[src/rtl/gate_model_bist_ctrl.sv]
// BIST controller for a combinational gate model. It drives an LFSR pattern
// onto the model inputs, holds each pattern for SETTLE cycles, compacts the
// model response into a 16-bit MISR, and compares the final signature with
// a golden value.
module gate_model_bist_ctrl #(
  parameter int SETTLE = 2
) (
  input  logic        clk,
  input  logic        rst,
  input  logic        start,
  input  logic [15:0] pat_count,
  input  logic [20:0] seed,
  input  logic [15:0] golden,
  output logic [20:0] vec,
  input  logic [9:0]  resp,
  output logic        busy,
  output logic        done,
  output logic [15:0] signature,
  output logic        pass
);

  typedef enum logic [2:0] {
    ST_IDLE    = 3'd0,
    ST_LOAD    = 3'd1,
    ST_APPLY   = 3'd2,
    ST_CAPTURE = 3'd3,
    ST_FINISH  = 3'd4
  } state_t;

  localparam logic [3:0] SETTLE_LAST = 4'(SETTLE - 1);

  state_t      state_q, state_d;
  logic [20:0] vec_q, vec_d;
  logic [20:0] seed_q, seed_d;
  logic [15:0] count_q, count_d;
  logic [15:0] sig_q, sig_d;
  logic [3:0]  settle_q, settle_d;
  logic        busy_q, busy_d;
  logic        done_q, done_d;
  logic        pass_q, pass_d;

  // MISR step with feedback polynomial 0x1021 and the response folded in
  function automatic logic [15:0] misr_next(input logic [15:0] sig, input logic [9:0] r);
    misr_next = {sig[14:0], 1'b0} ^ (sig[15] ? 16'h1021 : 16'h0000) ^ {6'b000000, r};
  endfunction

  // Fibonacci LFSR step for x^21 + x^19 + 1
  function automatic logic [20:0] lfsr_next(input logic [20:0] v);
    lfsr_next = {v[19:0], v[20] ^ v[18]};
  endfunction

  // Next-state and next-output computation for the whole controller
  always_comb begin
    state_d  = state_q;
    vec_d    = vec_q;
    seed_d   = seed_q;
    count_d  = count_q;
    sig_d    = sig_q;
    settle_d = settle_q;
    busy_d   = busy_q;
    done_d   = 1'b0;
    pass_d   = pass_q;
    case (state_q)
      ST_IDLE: begin
        if (start) begin
          state_d = ST_LOAD;
          busy_d  = 1'b1;
          count_d = pat_count;
          seed_d  = seed;
        end else begin
          busy_d  = 1'b0;
        end
      end
      ST_LOAD: begin
        // An all-zero seed would lock the LFSR, so substitute 1
        vec_d    = (seed_q == 21'd0) ? 21'h000001 : seed_q;
        sig_d    = 16'h0000;
        pass_d   = 1'b0;
        settle_d = 4'd0;
        if (count_q == 16'd0) begin
          state_d = ST_FINISH;
          busy_d  = 1'b0;
        end else begin
          state_d = ST_APPLY;
          busy_d  = 1'b1;
        end
      end
      ST_APPLY: begin
        if (settle_q == SETTLE_LAST) begin
          state_d  = ST_CAPTURE;
          settle_d = 4'd0;
        end else begin
          settle_d = settle_q + 4'd1;
        end
      end
      ST_CAPTURE: begin
        sig_d   = misr_next(sig_q, resp);
        vec_d   = lfsr_next(vec_q);
        count_d = count_q - 16'd1;
        // count_q == 1 means the decremented count reaches zero
        if (count_q == 16'd1) begin
          state_d = ST_FINISH;
          busy_d  = 1'b0;
        end else begin
          state_d = ST_APPLY;
          busy_d  = 1'b1;
        end
      end
      ST_FINISH: begin
        done_d  = 1'b1;
        pass_d  = (sig_q == golden);
        state_d = ST_IDLE;
        busy_d  = 1'b0;
      end
      default: begin
        state_d = ST_IDLE;
        busy_d  = 1'b0;
      end
    endcase
  end

  // State and output registers with synchronous reset
  always_ff @(posedge clk) begin
    if (rst) begin
      state_q  <= ST_IDLE;
      vec_q    <= 21'd0;
      seed_q   <= 21'd0;
      count_q  <= 16'd0;
      sig_q    <= 16'h0000;
      settle_q <= 4'd0;
      busy_q   <= 1'b0;
      done_q   <= 1'b0;
      pass_q   <= 1'b0;
    end else begin
      state_q  <= state_d;
      vec_q    <= vec_d;
      seed_q   <= seed_d;
      count_q  <= count_d;
      sig_q    <= sig_d;
      settle_q <= settle_d;
      busy_q   <= busy_d;
      done_q   <= done_d;
      pass_q   <= pass_d;
    end
  end

  assign vec       = vec_q;
  assign busy      = busy_q;
  assign done      = done_q;
  assign signature = sig_q;
  assign pass      = pass_q;

endmodule

[config.mk]
export PLATFORM = sky130hd
export DESIGN_NAME = gate_model_bist_ctrl
export DESIGN_NICKNAME = d
export VERILOG_FILES = /design/src/rtl/gate_model_bist_ctrl.sv
export SDC_FILE = /design/constraint.sdc
export NUM_CORES = 1
export LEC_CHECK = 0
export CAP_MARGIN = 25
export CORE_ASPECT_RATIO = 1.1
export CORE_UTILIZATION = 52
export CTS_CLUSTER_DIAMETER = 80
export DETAILED_ROUTE_END_ITERATION = 7
export PLACE_DENSITY = 0.92
export SLEW_MARGIN = 20
export SYNTH_ARGS = -nofsm -noshare
export SYNTH_HDL_FRONTEND = slang
export SYNTH_SLANG_ARGS = --single-unit
[constraint.sdc]
create_clock -name clk -period 3.7 [get_ports clk]
set_input_delay 0.555 -clock clk [delete_from_list [all_inputs] [get_ports clk]]
set_output_delay 0.555 -clock clk [all_outputs]
set_load 0.05 [all_outputs]
==> results.json, run 1 <==
{
  "antenna_left": 0,
  "clock_latency_ns": 0.36,
  "antenna_found_initial": 0,
  "dieArea_um2": 7970,
  "timing.final.ws_setup_ns": 1.23,
  "grt_pass1_vias": 3638,
  "post_cts_resized": 0,
  "cts.sinks": 84,
  "r2r_start": "state_q[1]$_SDFFE_PP0P_",
  "ys.flop_type": "dfxtp_1",
  "cp_top_family": "flip-flops",
  "avgRoutedWirePerCell_um": 17.6,
  "critPathCaptureType": "flop",
  "synthArstFlopShare": 0,
  "postCtsSetupBuffers": 0,
  "areaGrowthSynthToFinish_pct": 32.5,
  "drv_cap": 0,
  "routabilityCongestion": 0.813,
  "vdd_drop_max_v": 0.000323,
  "finalSetupTns_ns": 0,
  "final_common_cell": "clkdlybuf4s50_1",
  "finalCritPeriodShare": 0.666,
  "rows": 33,
  "status": "finished clean",
  "vias": 3803,
  "die-width_um": 85.2,
  "fmax_mhz": 406,
  "synth_enable_flop_cells": 0,
  "drt_iter0_markers": 269,
  "crit_path_start": "state_q[1]$_SDFFE_PP0P_",
  "hold_viol": 0,
  "io_pins": 106,
  "crit_slowest_cell": "dfxtp_2",
  "crit_chain": "and3b_1, nand4_1, o311ai_0, a21oi_1",
  "slew_headroom": 0.342,
  "cts_hold_buf": 0,
  "layout.nets": 610,
  "power_leakage_nw": 1.85,
  "critPathLaunchType": "flop",
  "arrival_ns": 2.68,
  "cts_max_path_buffers": 2,
  "slowest_delay_ns": 0.99,
  "place_hpwl_um": 7430,
  "die_h_um": 93.6,
  "synth_seq_cells": 84,
  "via_per_inst": 6.02,
  "worst_pin_slew_ns": 0.987,
  "synthesis.area_um2": 3960,
  "crit_fanout": 38,
  "min_path_type": "flop to flop",
  "cts_max_level": 3,
  "numCtsBuffers": 9,
  "setup_viol": 0,
  "drtPass1Iterations": 5,
  "pre_cts_ws_ns": 1.10,
  "wirelength_um": 11200,
  "grt_pass1_wl_um": 18000,
  "drv_slew": 0,
  "n_antenna_cell": 0,
  "finalClockSkew_ns": 0.00667,
  "yosys_warnings": 0,
  "power.density_nw_per_um2": 486,
  "cp_num_buf_inv": 0,
  "worstHoldStart": "seed_q[13]$_SDFFE_PP0P_",
  "portBuffers": 105,
  "syn_nets": 525,
  "ctsRootBufferMaster": "clkbuf_8",
  "synth_cells": 455,
  "cts_tree": "done",
  "clk_pin_slew_ns": 0.09,
  "syn_avg_cell_area_um2": 8.71,
  "dpl_cell_area_um2": 5030,
  "ys_seq_area_frac": 0.424,
  "grt_start_max_net_pins": 55,
  "grt_usage": 0.289,
  "core_area_um2": 7430,
  "rsz0062_at_grt": "no",
  "overflow": 0,
  "synth.lib_cells_used.distinct": 60,
  "most-common-layout-cells": "104 x clkdlybuf4s50_1, 83 x dfxtp_1, 55 x nand2_1",
  "drive_above_1_share": 0.0661,
  "finalWorstPathRequiredPeriod_ns": 2.47,
  "final_area_um2": 5250,
  "required_ns": 3.92,
  "start_util": 0.533,
  "drc": 0,
  "worstSetupPathType": "flop to flop"
}
[Yosys cell counts (all sizes together) (2+ instances only)]
master,instances,share of area
a2bb2oi,3,0.0066
or3,6,0.010
o221ai,2,0.0060
a21oi,33,0.042
dfxtp,84,0.42
nor3,5,0.0063
o2bb2a,3,0.010
o21ai,5,0.0063
nand3,7,0.0088
nand3b,3,0.0057
o211ai,5,0.0095
nor2b,2,0.0032
a31oi,3,0.0047
xnor2,20,0.044
nand2b,3,0.0047
clkbuf,30,0.028
a32oi,2,0.0044
a22oi,18,0.034
nor4b,2,0.0060
nor4,10,0.017
buf,5,0.0054
or4,6,0.013
nand4,5,0.0079
inv,5,0.0047
nand2,55,0.052
ha,4,0.013
a211oi,24,0.047
mux2i,20,0.051
o311ai,2,0.0044
nor2,49,0.046
nor3b,2,0.0038
xor2,12,0.027
o31a,2,0.0047
[cells by family after synthesis]
family | count (synthesis) | synth area share
adders and majority gates | 4 | 0.0126
buffers and inverters | 40 | 0.0385
DFF | 84 | 0.424
and+or+nand+nor | 160 | 0.196
AOI/OAI and AO/OA | 115 | 0.207
xor gates and xnor gates | 32 | 0.0707
muxes | 20 | 0.0505
[power breakdown]
part	internal (mW)	switching (mW)	leakage, nW	total, mW
sequential	0.987	0.119	0.687	1.11
combinational	0.300	0.412	1.05	0.711
clock	0.397	0.338	0.105	0.735
total	1.68	0.869	1.85	2.55
[registers in the layout, summed over array words and instances (netlist names)]
register	count
count_q	16
busy	1
state_q	3
vec	21
signature	16
seed_q	21
pass	1
settle_q	4
done	1
[worst min-delay path, cell delays in order, from the launching register on]
cell and delay [ns]:
dfxtp_1 0.34, nand2_1 0.06, a21oi_1 0.05
[metal layers]
layer / part of all wire / up-vias / GRT usage
met5: 0 / - / 0
met4: 0.029 / 0 / 0.127
met3: 0.049 / 31 / 0.0485
met2: 0.52 / 139 / 0.507
met1: 0.41 / 1818 / 0.347
li1: - / 1815 / -
[path summary, 6_finish.rpt]
check,endpoint,slack [ns],cells past startpoint
max,count_q[10]$_SDFFE_PP0P_,1.23,4
min,seed_q[13]$_SDFFE_PP0P_,0.48,2
max reg2reg,count_q[10]$_SDFFE_PP0P_,1.23,4
min reg2reg,seed_q[13]$_SDFFE_PP0P_,0.48,2
[cell type report]
type | count | area [um2]
clock buffers | 10 | 138
clock inverters | 6 | 87.6
fillers | 558 | 2180
inverters | 5 | 18.8
multi-input cells | 331 | 2140
flip-flops and latches | 84 | 1680
well taps | 87 | 109
repair buffers | 109 | 1080
[per-stage QoR]
step / total power, mW / util / hold WS, ns / instances
final: 2.55 / 0.707 / 0.484 / 632
after global routing: 2.67 / 0.707 / 0.501 / 632
after CTS: 2.55 / 0.707 / 0.485 / 632
after detailed placement: 1.82 / 0.676 / 0.463 / 616
after global placement: 1.79 / 0.676 / 0.457 / 616
after floorplan: 1.58 / - / 0.443 / 455
No activity file was read; power rests on OpenSTA's default activity.
==> run 2, diff against run 1 <==
CORE_UTILIZATION = 49   (was 52)
PLACE_DENSITY = 0.88   (was 0.92)
clock period = 2.53 ns   (was 3.7 ns; I/O delays follow)
==> run 2 against run 1 <==
  * Die area is 6.0% higher
  * Global-route usage fell by 2.5 points
  * First-iteration DRC count fell by 16%
  * Sequential power is 41% higher
  * Register-to-register slack worse by 0.70 ns
  * Power up 43%
  * Worst setup slack worse by 0.85 ns
  * Core utilization decreased by 3.2 points
  * Sequential share of layout area decreased by 0.34 points
  * Final area up 1.1%
  * Clock power is 35% higher
  * Routed wire length down 4.3%
  * Critical path type is now flop to output pin
  * Critical endpoint is now signature[15]
==> results.json, run 2 (synthesized netlist as in run 1, its figures left out) <==
{
  "cts_tree": "done",
  "via_per_inst": 5.80,
  "setup_viol": 0,
  "placed_cells": 643,
  "slew_headroom": 0.520,
  "crit_end": "signature[15]",
  "rows": 34,
  "finalClockSkew_ns": 0.00918,
  "cts.sinks": 84,
  "fmax_mhz": 466,
  "min_path_type": "input pin to flop",
  "r2r_start": "state_q[2]$_SDFFE_PP0P_",
  "worst_pin_slew_ns": 0.720,
  "cts_hold_buf": 0,
  "crit_chain": "clkdlybuf4s50_1",
  "io_pins": 106,
  "overflow": 0,
  "numCtsBuffers": 9,
  "drive_above_1_share": 0.0762,
  "required_ns": 2.15,
  "areaGrowthSynthToFinish_pct": 33.9,
  "crit_path_start": "signature[15]$_SDFFE_PP0N_",
  "drc": 0,
  "avgRoutedWirePerCell_um": 16.2,
  "worstSetupPathType": "flop to output pin",
  "grt_pass1_wl_um": 17300,
  "critPathLaunchType": "flop",
  "multi_input_area_um2": 2140,
  "routabilityCongestion": 0.835,
  "clk_pin_slew_ns": 0.09,
  "min_path_cells": 2,
  "post_cts_resized": 0,
  "finalCritPeriodShare": 0.848,
  "dieArea_um2": 8450,
  "finalWorstPathRequiredPeriod_ns": 2.15,
  "finalSetupTns_ns": 0,
  "cts_max_level": 3,
  "hold_viol": 0,
  "cp_top_family": "buffers and inverters",
  "status": "finished clean",
  "vdd_drop_max_v": 0.000509,
  "crit_slowest_cell": "clkdlybuf4s50_1",
  "worst-path-stages": 1,
  "antenna_found_initial": 0,
  "power_leakage_nw": 1.87,
  "portBuffers": 105,
  "core_area_um2": 7870,
  "final.fill_count": 608,
  "power.density_nw_per_um2": 687,
  "drtPass1Iterations": 5,
  "start_util": 0.503,
  "critPathCaptureType": "output pin",
  "cp_num_buf_inv": 1,
  "rsz0062_at_grt": "no",
  "fin_cells": 659,
  "cts_max_path_buffers": 2,
  "rrSetupSlack_ns": 0.53,
  "final_common_cell": "clkdlybuf4s50_1",
  "die-width_um": 87.7,
  "p_total_mw": 3.65,
  "slowest_delay_ns": 0.88,
  "layout.nets": 616,
  "reg2regPathDepth": 4,
  "place_hpwl_um": 7450,
  "grt_pass1_vias": 3710,
  "grt_start_max_net_pins": 48,
  "crit_fanout": 6,
  "n_antenna_cell": 0,
  "arrival_ns": 1.77,
  "antenna_left": 0,
  "drt_iter0_markers": 227,
  "most-common-layout-cells": "104 x clkdlybuf4s50_1, 83 x dfxtp_1, 55 x nand2_1",
  "clock_latency_ns": 0.35,
  "ctsRootBufferMaster": "clkbuf_8",
  "regArea_um2": 1680,
  "rr_endpoint": "seed_q[19]$_SDFFE_PP0P_",
  "postCtsSetupBuffers": 0,
  "wirelength_um": 10700,
  "die_h_um": 96.3,
  "drv_cap": 0,
  "grt_usage": 0.264,
  "drv_slew": 0,
  "vias": 3824
}
run 2: metrics by stage:
step / hold WS [ns] / setup WS [ns] / utilization / area, um2
2_1_floorplan: 0.443 / 0.726 / - / 3960
3_3_place_gp: 0.454 / 0.299 / 0.648 / 5100
3_5_place_dp: 0.460 / 0.242 / 0.648 / 5100
4_1_cts: 0.387 / 0.387 / 0.674 / 5310
5_1_grt: 0.398 / 0.323 / 0.674 / 5310
6_report: 0.398 / 0.385 / 0.674 / 5310
run 2: area by class of cell:
class | count | area share
multi-input combinational | 331 | 0.403
clock buffer | 10 | 0.0259
clock inverter | 6 | 0.0137
timing repair buffer | 115 | 0.211
tap | 108 | 0.0255
sequential | 84 | 0.317
inverter | 5 | 0.00354
run 2: layer usage:
layer | track usage | part of all wire
met4 | 0.124 | 0.027
met5 | 0 | 0
met2 | 0.463 | 0.52
met3 | 0.0377 | 0.050
met1 | 0.317 | 0.41
run 2: worst min path at each step:
stage | from | end | slack (ns)
global route | rst | signature[9]$_SDFFE_PP0N_ | 0.40
detailed placement | seed_q[3]$_SDFFE_PP0P_ | seed_q[3]$_SDFFE_PP0P_ | 0.46
floorplan | seed_q[15]$_SDFFE_PP0P_ | seed_q[15]$_SDFFE_PP0P_ | 0.44
global placement | seed_q[1]$_SDFFE_PP0P_ | seed_q[1]$_SDFFE_PP0P_ | 0.45
finish | rst | signature[9]$_SDFFE_PP0N_ | 0.40
CTS | rst | signature[10]$_SDFFE_PP0N_ | 0.39
run 2: power by group:
part	switching, mW	internal (mW)	leakage (nW)
Combinational	0.632	0.455	1.08
Sequential	0.129	1.44	0.687
Clock	0.497	0.491	0.103
